<file path="src/rtl/lcd_fmt_pkg.sv">
`default_nettype none
// ============================================================================
// Module   : lcd_fmt_pkg
// Brief    : Shared types, constants and the hex-to-ASCII helper for the
//            6502 register-dump formatter feeding the HD44780 controller.
// Revision : 1.0  initial release
// ============================================================================
package lcd_fmt_pkg;

   // Frame sequencer states
   typedef enum logic [2:0] {
      IDLE  = 3'd0,
      CMD0  = 3'd1,
      LINE0 = 3'd2,
      CMD1  = 3'd3,
      LINE1 = 3'd4,
      DONE  = 3'd5
   } fmt_state_t;

   localparam int         FRAME_CHARS = 16;
   localparam logic [7:0] ASCII_SPACE = 8'h20;
   localparam logic [7:0] ASCII_COLON = 8'h3A;

   // Captured register set, carried around as one packed word
   typedef struct packed {
      logic [7:0]  a;
      logic [7:0]  x;
      logic [7:0]  y;
      logic [7:0]  sp;
      logic [15:0] pc;
      logic [7:0]  p;
   } fmt_snap_t;

   localparam int SNAP_W = $bits(fmt_snap_t);

   // One nibble to its ASCII hex digit, upper or lower case letters
   function automatic logic [7:0] hex_ascii(input logic [3:0] nibble, input logic lower);
      logic [7:0] w_ch;
      if (nibble < 4'd10)
         w_ch = 8'h30 + {4'h0, nibble};
      else if (lower)
         w_ch = 8'h61 + {4'h0, nibble} - 8'd10;
      else
         w_ch = 8'h41 + {4'h0, nibble} - 8'd10;
      return w_ch;
   endfunction

endpackage
`default_nettype wire

</file>
<file path="src/rtl/lcd_fmt_char_sel.sv">
`default_nettype none
// ============================================================================
// Module   : lcd_fmt_char_sel
// Brief    : Screen layout. Maps {line, column, snapshot} to the ASCII byte.
//            Line 0: "A:hh X:hh Y:hh  "   Line 1: "P:hhhh S:hh F:hh"
// Revision : 1.0  initial release
// ============================================================================
module lcd_fmt_char_sel
   import lcd_fmt_pkg::*;
#(
   parameter int LOWER_HEX = 0
) (
   input  logic              line,
   input  logic [3:0]        idx,
   input  logic [SNAP_W-1:0] snap,
   output logic [7:0]        ch
);

   localparam logic C_LOWER = (LOWER_HEX != 0);

   fmt_snap_t w_snap;
   assign w_snap = fmt_snap_t'(snap);

   // Pick the character for the current column; unlisted columns are spaces
   always_comb begin
      ch = ASCII_SPACE;
      if (!line) begin
         case (idx)
            4'd0:  ch = 8'h41;                               // 'A'
            4'd1:  ch = ASCII_COLON;
            4'd2:  ch = hex_ascii(w_snap.a[7:4], C_LOWER);
            4'd3:  ch = hex_ascii(w_snap.a[3:0], C_LOWER);
            4'd5:  ch = 8'h58;                               // 'X'
            4'd6:  ch = ASCII_COLON;
            4'd7:  ch = hex_ascii(w_snap.x[7:4], C_LOWER);
            4'd8:  ch = hex_ascii(w_snap.x[3:0], C_LOWER);
            4'd10: ch = 8'h59;                               // 'Y'
            4'd11: ch = ASCII_COLON;
            4'd12: ch = hex_ascii(w_snap.y[7:4], C_LOWER);
            4'd13: ch = hex_ascii(w_snap.y[3:0], C_LOWER);
            default: ch = ASCII_SPACE;
         endcase
      end else begin
         case (idx)
            4'd0:  ch = 8'h50;                               // 'P'
            4'd1:  ch = ASCII_COLON;
            4'd2:  ch = hex_ascii(w_snap.pc[15:12], C_LOWER);
            4'd3:  ch = hex_ascii(w_snap.pc[11:8], C_LOWER);
            4'd4:  ch = hex_ascii(w_snap.pc[7:4], C_LOWER);
            4'd5:  ch = hex_ascii(w_snap.pc[3:0], C_LOWER);
            4'd7:  ch = 8'h53;                               // 'S'
            4'd8:  ch = ASCII_COLON;
            4'd9:  ch = hex_ascii(w_snap.sp[7:4], C_LOWER);
            4'd10: ch = hex_ascii(w_snap.sp[3:0], C_LOWER);
            4'd12: ch = 8'h46;                               // 'F'
            4'd13: ch = ASCII_COLON;
            4'd14: ch = hex_ascii(w_snap.p[7:4], C_LOWER);
            4'd15: ch = hex_ascii(w_snap.p[3:0], C_LOWER);
            default: ch = ASCII_SPACE;
         endcase
      end
   end

endmodule
`default_nettype wire

</file>
<file path="src/rtl/lcd_reg_formatter.sv">
`default_nettype none
// ============================================================================
// Module   : lcd_reg_formatter
// Brief    : Snapshots the 6502 register set on a refresh request and streams
//            a 34-byte 16x2 frame (2 DDRAM commands + 32 characters) over a
//            valid/ready byte interface to the HD44780 controller.
//            Optional: LCD_FMT_SKIP_UNCHANGED_EN suppresses the byte stream
//            when the registers match the last frame that was fully sent.
// Revision : 1.0  initial release
// ============================================================================
module lcd_reg_formatter
   import lcd_fmt_pkg::*;
#(
   parameter logic [7:0] LINE0_CMD = 8'h80,
   parameter logic [7:0] LINE1_CMD = 8'hC0,
   parameter int         LOWER_HEX = 0
) (
   input  logic        clk,
   input  logic        rst_n,
   input  logic        start,
   input  logic [7:0]  reg_a,
   input  logic [7:0]  reg_x,
   input  logic [7:0]  reg_y,
   input  logic [7:0]  reg_sp,
   input  logic [15:0] reg_pc,
   input  logic [7:0]  reg_p,
   output logic        out_valid,
   input  logic        out_ready,
   output logic [7:0]  out_data,
   output logic        out_rs,
   output logic        busy,
   output logic        frame_done
);

   localparam logic [3:0] C_LAST_IDX = 4'(FRAME_CHARS - 1);

   fmt_state_t r_state;
   fmt_state_t w_next_state;
   logic [3:0] r_idx;
   logic       r_pending;
   fmt_snap_t  r_snap;
   fmt_snap_t  w_live;
   logic       w_go;
   logic       w_xfer;
   logic       w_skip;
   logic [7:0] w_char;

   assign w_live = '{a: reg_a, x: reg_x, y: reg_y, sp: reg_sp, pc: reg_pc, p: reg_p};
   assign w_go   = start || r_pending;
   assign w_xfer = out_valid && out_ready;

`ifdef LCD_FMT_SKIP_UNCHANGED_EN
   fmt_snap_t r_last;
   logic      r_last_vld;

   // Remember the snapshot of the last frame whose final character went out
   always_ff @(posedge clk or negedge rst_n) begin
      if (!rst_n) begin
         r_last     <= '0;
         r_last_vld <= 1'b0;
      end else if (r_state == LINE1 && w_xfer && r_idx == C_LAST_IDX) begin
         r_last     <= r_snap;
         r_last_vld <= 1'b1;
      end
   end

   assign w_skip = r_last_vld && (w_live == r_last);
`else
   assign w_skip = 1'b0;
`endif

   lcd_fmt_char_sel #(
      .LOWER_HEX (LOWER_HEX)
   ) u_char_sel (
      .line (r_state == LINE1),
      .idx  (r_idx),
      .snap (r_snap),
      .ch   (w_char)
   );

   // State register
   always_ff @(posedge clk or negedge rst_n) begin
      if (!rst_n)
         r_state <= IDLE;
      else
         r_state <= w_next_state;
   end

   // Next state and the byte presented to the controller
   always_comb begin
      w_next_state = r_state;
      out_valid    = 1'b0;
      out_data     = 8'h00;
      out_rs       = 1'b0;
      busy         = 1'b1;
      frame_done   = 1'b0;
      case (r_state)
         IDLE: begin
            busy = 1'b0;
            if (w_go)
               w_next_state = w_skip ? DONE : CMD0;
         end
         CMD0: begin
            out_valid = 1'b1;
            out_data  = LINE0_CMD;
            if (w_xfer)
               w_next_state = LINE0;
         end
         LINE0: begin
            out_valid = 1'b1;
            out_data  = w_char;
            out_rs    = 1'b1;
            if (w_xfer && r_idx == C_LAST_IDX)
               w_next_state = CMD1;
         end
         CMD1: begin
            out_valid = 1'b1;
            out_data  = LINE1_CMD;
            if (w_xfer)
               w_next_state = LINE1;
         end
         LINE1: begin
            out_valid = 1'b1;
            out_data  = w_char;
            out_rs    = 1'b1;
            if (w_xfer && r_idx == C_LAST_IDX)
               w_next_state = DONE;
         end
         DONE: begin
            frame_done   = 1'b1;
            w_next_state = IDLE;
         end
         default: begin
            busy         = 1'b0;
            w_next_state = IDLE;
         end
      endcase
   end

   // Column counter; the 4-bit roll-over returns it to 0 as each line completes
   always_ff @(posedge clk or negedge rst_n) begin
      if (!rst_n)
         r_idx <= 4'd0;
      else if ((r_state == LINE0 || r_state == LINE1) && w_xfer)
         r_idx <= r_idx + 4'd1;
   end

   // Requests arriving while a frame is active collapse into a single pending flag
   always_ff @(posedge clk or negedge rst_n) begin
      if (!rst_n)
         r_pending <= 1'b0;
      else if (r_state == IDLE)
         r_pending <= 1'b0;
      else if (start)
         r_pending <= 1'b1;
   end

   // Freeze the register set on the edge that leaves IDLE
   always_ff @(posedge clk or negedge rst_n) begin
      if (!rst_n)
         r_snap <= '0;
      else if (r_state == IDLE && w_go)
         r_snap <= w_live;
   end

endmodule
`default_nettype wire

</file>
<file path="config.mk">
export PLATFORM = sky130hd
export DESIGN_NAME = lcd_reg_formatter
export DESIGN_NICKNAME = d
export VERILOG_FILES = /design/src/rtl/lcd_fmt_pkg.sv /design/src/rtl/lcd_fmt_char_sel.sv /design/src/rtl/lcd_reg_formatter.sv
export SDC_FILE = /design/constraint.sdc
export NUM_CORES = 1
export LEC_CHECK = 0
export CAP_MARGIN = 0
export CORE_MARGIN = 5
export CORE_UTILIZATION = 50
export DETAILED_ROUTE_END_ITERATION = 8
export PLACE_DENSITY = 0.9
export REMOVE_ABC_BUFFERS = 1
export SETUP_SLACK_MARGIN = 0.3
export SYNTH_ARGS = -nofsm -noshare
export SYNTH_HDL_FRONTEND = slang
export SYNTH_HIERARCHICAL = 1
export SYNTH_SLANG_ARGS = --single-unit
</file>
<file path="constraint.sdc">
create_clock -name clk -period 2.12 [get_ports clk]
set_input_delay 0.424 -clock clk [delete_from_list [all_inputs] [get_ports clk]]
set_output_delay 0.424 -clock clk [all_outputs]
set_load 0.1 [all_outputs]
</file>
==> impl_results.md <==
* Cell family with most CP delay: simple AND/OR/NAND/NOR gates
* Critical Path AT at around 2.9 ns
* Vias in the first global route at slightly above 6000
* RSZ-0062 raised after global routing: true
* Core area at a little over 9000 µm²
* Max cap viols at 0
* Yosys reg bits at 64
* First-pass GRT wire length at 32130 µm
* Root buffer selected by CTS: clkbuf_8
* GRT Overall Usage at 36.22%
* DRC viols at 90
* Initial DRC Count at roughly 1400
* WP data required at 1.70 ns
* FF+latch area at roughly 1600 µm²
* Die Area at approximately 12000 µm²
* Worst-path fanout max at 6
* Clock slew at reported path FFs at 0.08 ns
* Status: finished with violations
* Grt ovf at 0
* CTS H-tree depth at 3
* Synth Instances at 507
* Sequential area share after synthesis at between 30% and 40%
* Fin. Hold Viols at 0
* Initial core utilization at about half
* Unique cell type count in the Yosys netlist at between 60 and 70
* Failing checks: design-rule violations, negative setup slack
* Area growth from synthesis to final layout at 67.98%
* PortBufs at a little over 70
* Placed instance count at about 850
* Post-synth top area cell: dfrtp_1
* Worst setup SP type: flip-flop
* Crit-path slowest cell: dfrtp_2
* Syn_area_per_cell at roughly 9.4 µm²
* Post-Layout Cell Count at 900
* DP Area at slightly below 7000 µm²
* Min-delay worst type: input port to asynchronous set/reset pin
* Synth top area cells: dfrtp_1, mux2_4, mux2_2
* Max Slew Vio Count at 0
* Most numerous cell in the Yosys netlist: dfrtp_1
* Clk_lat worst skew at around 0.38 ns
* Final Skew at 0.01077 ns
* I/O Pins at 72
* Final HPWL DP at roughly 12000 µm
* Final nets at 840
* Vias per inst at slightly below 7
* Die Width at approximately 110 µm
* Clk buf depth at 2
* Yosys synthesis warning count at 6
* Buf+Inv Stages, Crit Path at 3
* Reg2Reg Setup Slack at roughly 0.21 ns
* Placer congestion estimate at 1.198
* Setup-failing EPs final at 8
* # clock sinks at 64
* Fin worst setup slack at -1.187 ns
* Fin crit share at 156.0%
* Non-Filler Cell Area, Final at ~8000 µm²
* Dpl ws at -0.5323 ns
* Layout cells sized above 1 at between 40% and 50%
* Critical-path cell list: buf_6 > nand2_4 > nor3_2 > buf_4 > nand2_1 > o2111ai_1 > a31oi_1 > o221ai_2 > and2_4 > buf_12
* Hold buffer count at cts at 0
* CTS tree: yes
* Area occupied by multi-input gates at ~3400 µm²
* DR pass1 iterations at 9
* Fillers at 392
* Relative slew slack at approximately 50%
* Die Span Y at ~110 µm
* CP Capture Type: output pin
* Final period demand of the worst path at 3.307 ns
* Slew @ Worst Pin at 0.7355 ns
* Post-synth EDFFs at 0
* Routed Antenna Nets at 0
* DR vias at 6219
* Crit path largest cell delay at ~0.53 ns
* F_max at 0.3023 GHz
* Largest net degree at the start of global routing at 65
* Routed Wire Length at roughly 26000 µm
* Final setup TNS at -7.645 ns
* Antenna violations before repair at 2
* Critical path type: flip-flop to output pin
* Post-Syn Area at 4780 µm²
* Area share of the largest cell type after synthesis at between 30% and 40%
* Most frequent cells after synthesis: dfrtp_1, a21oi_1, mux2_4
* Async set-reset flop share out of synthesis at between 90% and 100%
* Leading register cell type out of synthesis: dfrtp_1
* Row cnt at 35
* Number of buffers created by CTS at 9
* Wire per inst at around 29 µm
-- repair_timing --
action / in CTS / in global routing
buffers inserted: 19 / 12
pin swaps: 28 / 16
endpoints found under the setup margin: 11 / 39
cloned: 0 / 5
resized for setup: 109 / 54
-- state kept, by name (all words and copies together) (netlist names) --
signal and count:
r_snap 56, r_pending 1, r_state 3, r_idx 4
-- worst reg2reg max path, stage by stage, from the launching register on --
cell and delay (ns):
dfrtp_1 0.42, buf_6 0.14, buf_12 0.14, xor2_4 0.16, buf_4 0.14, buf_4 0.12
buf_4 0.14, nand2_2 0.11, mux2_2 0.43
-- metrics by stage --
stage,hold slack [ns],utilization (%)
2_1_floorplan,0.1284,-
3_3_place_gp,0.4553,73.38
3_5_place_dp,0.4712,73.38
4_1_cts,0.08282,81.25
5_1_grt,0.08033,86.48
6_report,0.05354,86.48
-- final timing paths --
check                      startpoint     endpoint  cells past startpoint
max                          r_idx[0]  out_data[4]                     10
min                             rst_n     r_idx[1]                      2
max reg2reg                r_state[1]     r_idx[1]                      8
min reg2reg                r_snap[36]   r_snap[36]                      1
max in group asynchronous       rst_n    r_snap[1]                      2
min in group clk           r_snap[36]   r_snap[36]                      1
-- layer usage --
layer / track usage, % / wire, µm / vias to the layer above
li1: - / - / 2393
met1: 39.28 / 8361 / 2832
met2: 56.53 / 10840 / 652
met3: 13.20 / 3655 / 340
met4: 29.13 / 2865 / 2
met5: 0 / 27 / -
-- cell usage in the layout (no fill, tap or decap), types with 5 or more instances in the layout --
cell and n:
buf_4 164, dfrtp_1 60, clkdlybuf4s50_1 58, mux2_4 42
a21oi_1 37, nand2_1 27, inv_1 27, nor2_1 20
buf_6 19, buf_12 18, nor3_1 17, xnor2_1 16
mux2_2 16, o21ai_0 16, o21ai_1 15, o22ai_1 14
clkbuf_8 13, ha_1 12, nor2b_1 9, nand3_1 9
and2_4 7, a211oi_1 7, a22oi_1 7, nor2_2 6
nand2_2 6, a31oi_1 6, clkbuf_16 5, inv_2 5
nor2_4 5
-- layout make-up --
class                      instances  area share (%)
multi-input combinational        392           42.22
timing repair buffer             266           31.53
sequential                        64           20.01
clock buffer                      14           2.275
tap                              129           2.010
inverter                          32           1.496
clock inverter                     2          0.4363
antenna                            1         0.03117
-- kinds of logic (layout without fill, tap and decap cells) --
| kind of cell | after synthesis | count (layout) | synth area share [%] |
|---|---|---|---|
| adders and majority gates | 15 | 15 | 3.927 |
| other | 1 | 2 | 0.07846 |
| DFF | 64 | 64 | 33.51 |
| buffers and inverters | 51 | 314 | 6.387 |
| muxes | 58 | 58 | 16.81 |
| and+or+nand+nor | 149 | 149 | 16.05 |
| AOI/OAI and AO/OA | 149 | 149 | 19.58 |
| xor gates and xnor gates | 20 | 20 | 3.665 |
Power is left out: the tool's default activity adds up to more than one toggle a clock period on the data nets, which glitch-free logic cannot reach.
